**src/rtl/fu_arbiter_pkg.sv**
```systemverilog
// Shared constants for the two-requester functional-unit arbiter.
package fu_arbiter_pkg;

   localparam int unsigned FselW = 4;
   localparam int unsigned FlagW = 4;

   // Bit positions inside the {Z,N,V,C} flag vector.
   localparam int unsigned FlagZ = 3;
   localparam int unsigned FlagN = 2;
   localparam int unsigned FlagV = 1;
   localparam int unsigned FlagC = 0;

   typedef logic [FselW-1:0] fsel_t;
   typedef logic [FlagW-1:0] flags_t;

endpackage

```
**src/rtl/fu_arbiter_if.sv**
```systemverilog
// Request, functional-unit and response bundle between the arbiter and its clients.
interface fu_arbiter_if #(
   parameter int unsigned DATA_W = 32,
   parameter int unsigned TAG_W  = 4
);
   import fu_arbiter_pkg::*;

   logic [1:0]          req_valid;
   logic [1:0]          req_ready;
   logic [2*FselW-1:0]  req_fsel;
   logic [2*DATA_W-1:0] req_a;
   logic [2*DATA_W-1:0] req_b;
   logic [1:0]          req_slt;
   logic [1:0]          req_cond;
   logic [2*TAG_W-1:0]  req_tag;

   fsel_t               fu_fsel;
   logic [DATA_W-1:0]   fu_a;
   logic [DATA_W-1:0]   fu_b;
   logic                fu_slt;
   logic                fu_cond;
   logic [DATA_W-1:0]   fu_result;
   flags_t              fu_flags;

   logic                rsp_valid;
   logic                rsp_ready;
   logic                rsp_id;
   logic [TAG_W-1:0]    rsp_tag;
   logic [DATA_W-1:0]   rsp_result;
   flags_t              rsp_flags;

   // Arbiter side.
   modport slave (
      input  req_valid, req_fsel, req_a, req_b, req_slt, req_cond, req_tag,
      output req_ready,
      output fu_fsel, fu_a, fu_b, fu_slt, fu_cond,
      input  fu_result, fu_flags,
      output rsp_valid, rsp_id, rsp_tag, rsp_result, rsp_flags,
      input  rsp_ready
   );

   // Requesters, functional unit and response sink.
   modport master (
      output req_valid, req_fsel, req_a, req_b, req_slt, req_cond, req_tag,
      input  req_ready,
      input  fu_fsel, fu_a, fu_b, fu_slt, fu_cond,
      output fu_result, fu_flags,
      input  rsp_valid, rsp_id, rsp_tag, rsp_result, rsp_flags,
      output rsp_ready
   );

endinterface

```
**src/rtl/fu_rr_arb.sv**
```systemverilog
// Two-way round-robin grant with its preference pointer register.
module fu_rr_arb (
   input  logic       clk,
   input  logic       rst_n,
   input  logic [1:0] req_valid,
   input  logic       can_accept,
   output logic [1:0] grant,
   output logic       grant_idx
);

   logic ptr_q, ptr_d;

   always_comb begin
      grant     = 2'b00;
      grant_idx = 1'b0;
      unique case (req_valid)
         2'b01: begin
            grant     = 2'b01;
            grant_idx = 1'b0;
         end
         2'b10: begin
            grant     = 2'b10;
            grant_idx = 1'b1;
         end
         2'b11: begin
            grant     = ptr_q ? 2'b10 : 2'b01;
            grant_idx = ptr_q;
         end
         default: begin
            grant     = 2'b00;
            grant_idx = 1'b0;
         end
      endcase
   end

   // An accept hands preference to the requester that just lost (or was idle).
   always_comb begin
      ptr_d = ptr_q;
      if (can_accept && (|req_valid)) begin
         ptr_d = ~grant_idx;
      end
   end

   always_ff @(posedge clk or negedge rst_n) begin
      if (!rst_n) begin
         ptr_q <= 1'b0;
      end else begin
         ptr_q <= ptr_d;
      end
   end

endmodule

```
**src/rtl/fu_arbiter.sv**
```systemverilog
// Shares one functional unit between two requesters with a one-entry response buffer.
// Define FU_ARBITER_FLAGS_EN to register fu_flags into rsp_flags; otherwise rsp_flags is 0.
module fu_arbiter
   import fu_arbiter_pkg::*;
#(
   parameter int unsigned DATA_W = 32,
   parameter int unsigned TAG_W  = 4
) (
   input  logic         clk,
   input  logic         rst_n,
   fu_arbiter_if.slave  bus
);

   logic [1:0] grant;
   logic       grant_idx;
   logic       can_accept;
   logic       accept;

   logic              rsp_valid_q, rsp_valid_d;
   logic              rsp_id_q, rsp_id_d;
   logic [TAG_W-1:0]  rsp_tag_q, rsp_tag_d;
   logic [DATA_W-1:0] rsp_result_q, rsp_result_d;

   assign can_accept = !rsp_valid_q || bus.rsp_ready;
   assign accept     = can_accept && (|grant);

   fu_rr_arb u_rr_arb (
      .clk        (clk),
      .rst_n      (rst_n),
      .req_valid  (bus.req_valid),
      .can_accept (can_accept),
      .grant      (grant),
      .grant_idx  (grant_idx)
   );

   always_comb begin
      bus.req_ready = can_accept ? grant : 2'b00;
   end

   // Operand mux; everything is held at zero when nobody is granted.
   always_comb begin
      bus.fu_fsel = '0;
      bus.fu_a    = '0;
      bus.fu_b    = '0;
      bus.fu_slt  = 1'b0;
      bus.fu_cond = 1'b0;
      if (|grant) begin
         if (grant_idx) begin
            bus.fu_fsel = bus.req_fsel[2*FselW-1:FselW];
            bus.fu_a    = bus.req_a[2*DATA_W-1:DATA_W];
            bus.fu_b    = bus.req_b[2*DATA_W-1:DATA_W];
            bus.fu_slt  = bus.req_slt[1];
            bus.fu_cond = bus.req_cond[1];
         end else begin
            bus.fu_fsel = bus.req_fsel[FselW-1:0];
            bus.fu_a    = bus.req_a[DATA_W-1:0];
            bus.fu_b    = bus.req_b[DATA_W-1:0];
            bus.fu_slt  = bus.req_slt[0];
            bus.fu_cond = bus.req_cond[0];
         end
      end
   end

   always_comb begin
      rsp_valid_d  = rsp_valid_q;
      rsp_id_d     = rsp_id_q;
      rsp_tag_d    = rsp_tag_q;
      rsp_result_d = rsp_result_q;
      if (accept) begin
         rsp_valid_d  = 1'b1;
         rsp_id_d     = grant_idx;
         rsp_tag_d    = grant_idx ? bus.req_tag[2*TAG_W-1:TAG_W] : bus.req_tag[TAG_W-1:0];
         rsp_result_d = bus.fu_result;
      end else if (bus.rsp_ready) begin
         rsp_valid_d = 1'b0;
      end
   end

   always_ff @(posedge clk or negedge rst_n) begin
      if (!rst_n) begin
         rsp_valid_q  <= 1'b0;
         rsp_id_q     <= 1'b0;
         rsp_tag_q    <= '0;
         rsp_result_q <= '0;
      end else begin
         rsp_valid_q  <= rsp_valid_d;
         rsp_id_q     <= rsp_id_d;
         rsp_tag_q    <= rsp_tag_d;
         rsp_result_q <= rsp_result_d;
      end
   end

`ifdef FU_ARBITER_FLAGS_EN
   flags_t rsp_flags_q, rsp_flags_d;

   always_comb begin
      rsp_flags_d = rsp_flags_q;
      if (accept) begin
         rsp_flags_d = bus.fu_flags;
      end
   end

   always_ff @(posedge clk or negedge rst_n) begin
      if (!rst_n) begin
         rsp_flags_q <= '0;
      end else begin
         rsp_flags_q <= rsp_flags_d;
      end
   end

   assign bus.rsp_flags = rsp_flags_q;
`else
   assign bus.rsp_flags = '0;
`endif

   assign bus.rsp_valid  = rsp_valid_q;
   assign bus.rsp_id     = rsp_id_q;
   assign bus.rsp_tag    = rsp_tag_q;
   assign bus.rsp_result = rsp_result_q;

endmodule

```
**src/flat_wrapper.sv**
```systemverilog
// flat-port wrapper written by rule: the top's interface ports become plain ports
module fu_arbiter_flat import fu_arbiter_pkg::*;
#(
   parameter int unsigned DATA_W = 32,
   parameter int unsigned TAG_W  = 4
)
  (clk, rst_n, bus_req_valid, bus_req_fsel, bus_req_a, bus_req_b, bus_req_slt, bus_req_cond, bus_req_tag, bus_req_ready, bus_fu_fsel, bus_fu_a, bus_fu_b, bus_fu_slt, bus_fu_cond, bus_fu_result, bus_fu_flags, bus_rsp_valid, bus_rsp_id, bus_rsp_tag, bus_rsp_result, bus_rsp_flags, bus_rsp_ready);
  fu_arbiter_if #(.DATA_W(DATA_W), .TAG_W(TAG_W)) bus_i ();
  input  logic clk;
  input  logic rst_n;
  input wire logic [$bits(bus_i.req_valid)-1:0] bus_req_valid;
  input wire logic [$bits(bus_i.req_fsel)-1:0] bus_req_fsel;
  input wire logic [$bits(bus_i.req_a)-1:0] bus_req_a;
  input wire logic [$bits(bus_i.req_b)-1:0] bus_req_b;
  input wire logic [$bits(bus_i.req_slt)-1:0] bus_req_slt;
  input wire logic [$bits(bus_i.req_cond)-1:0] bus_req_cond;
  input wire logic [$bits(bus_i.req_tag)-1:0] bus_req_tag;
  output wire logic [$bits(bus_i.req_ready)-1:0] bus_req_ready;
  output wire logic [$bits(bus_i.fu_fsel)-1:0] bus_fu_fsel;
  output wire logic [$bits(bus_i.fu_a)-1:0] bus_fu_a;
  output wire logic [$bits(bus_i.fu_b)-1:0] bus_fu_b;
  output wire logic [$bits(bus_i.fu_slt)-1:0] bus_fu_slt;
  output wire logic [$bits(bus_i.fu_cond)-1:0] bus_fu_cond;
  input wire logic [$bits(bus_i.fu_result)-1:0] bus_fu_result;
  input wire logic [$bits(bus_i.fu_flags)-1:0] bus_fu_flags;
  output wire logic [$bits(bus_i.rsp_valid)-1:0] bus_rsp_valid;
  output wire logic [$bits(bus_i.rsp_id)-1:0] bus_rsp_id;
  output wire logic [$bits(bus_i.rsp_tag)-1:0] bus_rsp_tag;
  output wire logic [$bits(bus_i.rsp_result)-1:0] bus_rsp_result;
  output wire logic [$bits(bus_i.rsp_flags)-1:0] bus_rsp_flags;
  input wire logic [$bits(bus_i.rsp_ready)-1:0] bus_rsp_ready;
  assign bus_i.req_valid = bus_req_valid;
  assign bus_i.req_fsel = bus_req_fsel;
  assign bus_i.req_a = bus_req_a;
  assign bus_i.req_b = bus_req_b;
  assign bus_i.req_slt = bus_req_slt;
  assign bus_i.req_cond = bus_req_cond;
  assign bus_i.req_tag = bus_req_tag;
  assign bus_req_ready = bus_i.req_ready;
  assign bus_fu_fsel = bus_i.fu_fsel;
  assign bus_fu_a = bus_i.fu_a;
  assign bus_fu_b = bus_i.fu_b;
  assign bus_fu_slt = bus_i.fu_slt;
  assign bus_fu_cond = bus_i.fu_cond;
  assign bus_i.fu_result = bus_fu_result;
  assign bus_i.fu_flags = bus_fu_flags;
  assign bus_rsp_valid = bus_i.rsp_valid;
  assign bus_rsp_id = bus_i.rsp_id;
  assign bus_rsp_tag = bus_i.rsp_tag;
  assign bus_rsp_result = bus_i.rsp_result;
  assign bus_rsp_flags = bus_i.rsp_flags;
  assign bus_i.rsp_ready = bus_rsp_ready;
  fu_arbiter #(.DATA_W(DATA_W), .TAG_W(TAG_W)) u_core (.clk(clk), .rst_n(rst_n), .bus(bus_i));
endmodule
```
**config.mk**
```make
export PLATFORM = sky130hd
export DESIGN_NAME = fu_arbiter_flat
export DESIGN_NICKNAME = d
export VERILOG_FILES = /design/src/rtl/fu_arbiter_pkg.sv /design/src/rtl/fu_arbiter_if.sv /design/src/rtl/fu_rr_arb.sv /design/src/rtl/fu_arbiter.sv /design/src/flat_wrapper.sv
export SDC_FILE = /design/constraint.sdc
export NUM_CORES = 1
export LEC_CHECK = 0
export CORE_AREA = 4 4 115 117
export DETAILED_ROUTE_END_ITERATION = 10
export DIE_AREA = 0 0 119 121
export PLACE_DENSITY_LB_ADDON = 0.15
export RECOVER_POWER = 50
export SKIP_CTS_REPAIR_TIMING = 1
export SYNTH_ARGS = -nofsm -noshare
export SYNTH_HDL_FRONTEND = slang
export SYNTH_HIERARCHICAL = 1
export SYNTH_SLANG_ARGS = --single-unit
```
**constraint.sdc**
```tcl
create_clock -name clk -period 1.7 [get_ports clk]
set_clock_uncertainty 0.05 [all_clocks]
set_input_delay 0.255 -clock clk [delete_from_list [all_inputs] [get_ports clk]]
set_output_delay 0.255 -clock clk [all_outputs]
set_load 0.02 [all_outputs]
```
==> results of run 1 <==
## layout make-up
cell class | instances | area [um2]
clock buffer | 6 | 129
multi-input combinational | 196 | 2230
timing repair buffer | 390 | 4050
fill | 973 | 4750
inverter | 1 | 3.75
sequential | 39 | 976
tap | 172 | 215
clock inverter | 2 | 12.5
## synth_stat cells (2+ instances only)
master	count	area (um2)
nor2_1	70	263
mux2i_1	70	701
a21boi_1	2	15.0
and2_1	2	12.5
dfrtp_1	39	976
buf_2	2	10.0
mux2_4	30	450
buf_6	4	45.0
buf_4	10	75.1
mux2_1	7	78.8
clkbuf_1	7	26.3
mux2_2	4	45.0
## stage by stage
| stage | instance area [um2] | power (mW) | setup slack, ps | hold slack, ps | setup TNS (ps) |
|---|---|---|---|---|---|
| finish | 7620 | 6.45 | -517 | 203 | -29010 |
| global route | 7620 | 6.73 | -599 | 223 | -36390 |
| CTS | 6380 | 5.61 | -859 | -179 | -66400 |
| detailed placement | 6240 | 4.68 | -858 | 122 | -77210 |
| global placement | 6240 | 4.65 | -830 | 122 | -76350 |
| floorplan | 2950 | 2.97 | -51.9 | -90.6 | -1560 |
## cell families (layout without fill, tap and decap cells)
logic type / Yosys count / after routing
AND/OR/NAND/NOR: 76 / 76
AO/OA/AOI/OAI: 5 / 5
flip-flops: 39 / 39
other: 1 / 4
multiplexers: 111 / 111
buffers and inverters: 24 / 399
## sequential cells by signal, summed over array words and instances (netlist names)
signal,count
u_core/u_rr_arb/ptr_q,1
u_core/bus.rsp_result,32
u_core/bus.rsp_tag,4
u_core/bus.rsp_valid,1
u_core/bus.rsp_id,1
## where the power goes
group | total (mW) | internal, mW | switching (mW) | leakage (nW)
sequential | 1.31 | 1.17 | 0.139 | 0.453
clock | 0.901 | 0.541 | 0.360 | 0.0669
combinational | 4.24 | 2.48 | 1.77 | 2.77
## worst max-delay path by stage
stage,slack [ps],end,cells past startpoint,from
global placement,-830,bus_fu_a[14],7,bus_req_valid[1]
finish,-520,bus_fu_b[26],11,u_core/u_rr_arb/ptr_q
floorplan,-50,u_core/bus.rsp_id,6,u_core/u_rr_arb/ptr_q
detailed placement,-860,bus_fu_a[14],7,bus_req_valid[1]
global route,-600,bus_fu_b[11],10,u_core/u_rr_arb/ptr_q
CTS,-860,bus_fu_a[14],7,bus_req_valid[1]
## per-layer routing
layer	GRT usage	wire length, um	up-vias
li1	-	-	1621
met1	0.178	5470	1592
met2	0.279	7440	152
met3	0.0508	969	15
met4	0.0340	201	0
met5	0	0	-
==> summary.txt, run 1 <==
Drt
  – Routed Antenna Nets: 0
  – DRT Pass-1 Iters: 4
  – Mean number of vias per cell: about 4.2
  – DRC Markers: 0
  – Routed WL: 14100 um
  – Vias: 3380
  – Routed wire length per instance: 17.5 um
  – First DRT Iteration DRCs: 90

Setup path
  – CP max stage delay: 400 ps
  – Worst setup path class: reg -> out
  – Arrival time at the worst endpoint: 1910 ps
  – RR Startpoint: u_core/u_rr_arb/ptr_q
  – CP max-delay cell: dfrtp_1
  – Reg2reg path depth: 8
  – R2r setup slk: -200 ps
  – WP buf/inv: 8
  – RR Endpoint: u_core/bus.rsp_tag[1]
  – Worst-path cell chain: inv_2 -> a21boi_4 -> buf_12 -> buf_12 -> buf_8 -> buf_6 -> buf_6 -> buf_6 -> mux2i_2 -> nor2_2 -> buf_6
  – CP Capture Type: output pin
  – Family with the most delay on the worst path: buffers and inverters
  – Max FO, Critical Path: 8
  – Most Frequent Cell on Critical Path: buf_6
  – Setup crit start kind: flip-flop
  – Required time worst endpoint: 1390 ps

Place
  – Dpl cells: 725
  – GP Congestion: 0.778
  – Final HPWL DP: 10200 um
  – I/O Buffers: 294

Hold path
  – Tightest Hold Check Type: in -> reg
  – Hold Path Sink: u_core/u_rr_arb/ptr_q
  – Hold path cells: 2
  – Min-delay src: bus_req_valid[1]

Outcome
  – Failing checks: negative setup slack
  – Status: finished with violations

Synthesis
  – Async set-reset flop share out of synthesis: 1.00
  – Fraction of synthesized area in multiplexers: 0.462
  – Syn avg cell area: 10.8 um2
  – Post-Syn Area: 2760 um2
  – Sequential share of the synthesized area: 0.354
  – Distinct cells, synth: 21
  – Adder-Cell Fraction of Synth Area: 0
  – Warnings, synthesis: 6
  – Largest family of logic cells by synthesized area: multiplexers
  – Register bit total from synthesis: 39
  – Post-Synthesis Cells: around 260
  – Post-synth EDFFs: 0
  – Post-synthesis compound-gate area fraction: 0.0122
  – Simple logic cell fraction of the synthesized area: 0.112
  – Post-synthesis xor/xnor area fraction: 0
  – Synth Flop Type: dfrtp_1

Global route
  – Remaining Overflow, GRT: 0
  – First-pass GRT wire length: 17900 um
  – Vias in the first global route: ~3.2k
  – Gr usage total: 0.155
  – Initial antenna violation count: 0
  – Largest net degree at the start of global routing: 36

CTS
  – CTS tree: yes
  – CTS Buffer Depth: 2
  – Htree depth: 2
  – Root buf cell: clkbuf_16
  – CTS Buf Count: 5
  – Clock Latency Late Sink: 280 ps
  – Clock slew at reported path FFs: 60 ps
  – Clock sink total: 39

Layout
  – Final antenna diode count: 0
  – Non-filler cells, final: 806
  – Final core utilization: 0.616
  – Most frequent cells in the layout: clkdlybuf4s50_1, buf_6, nor2_2
  – Post-layout nets: between 800 and 900
  – Area Overhead vs Synth: 176%
  – Most common cell after layout, fill and taps aside: clkdlybuf4s50_1
  – Share of cells above drive strength 1: 0.528

STA
  – RSZ-0062 raised after global routing: yes
  – Slew headroom: 0.487
  – Fmax: 451 MHz
  – Setup-failing EPs final: 106
  – Actual slew at the worst max-slew pin: 770 ps
  – Period minus WS final: 2220 ps
  – Final hold vios: 0
  – Slew Viols, Final: 0
  – Worst Setup Slack, final: -517 ps
  – Final Cycle Share: 1.30

Die
  – Ports: 303
  – Core region area: 12400 um2
  – Site row count: 41
  – Initial Utilization: 0.223
  – Die H: ~120 um
  – Die width: approximately 120 um
  – DIE AREA: 14400 um2

Pwr
  – Power Density: 847 nW/um2
  – Worst vdd ir: 0.812 mV
  – Static Leak: 3.29 nW

Run
  – Max-cap viol count: 0
Note: power is estimated with default switching activity, not from simulation.
==> inputs of run 2 (changes only) <==
- HOLD_SLACK_MARGIN: unset -> 0.06
==> results of run 2 <==
Final layout, timing and power as in run 1 (identical DEF).
==> inputs of run 3 (changes only) <==
- CTS_CLUSTER_DIAMETER: unset -> 150
==> results of run 3 <==
Final layout, timing and power as in run 1 (identical DEF).
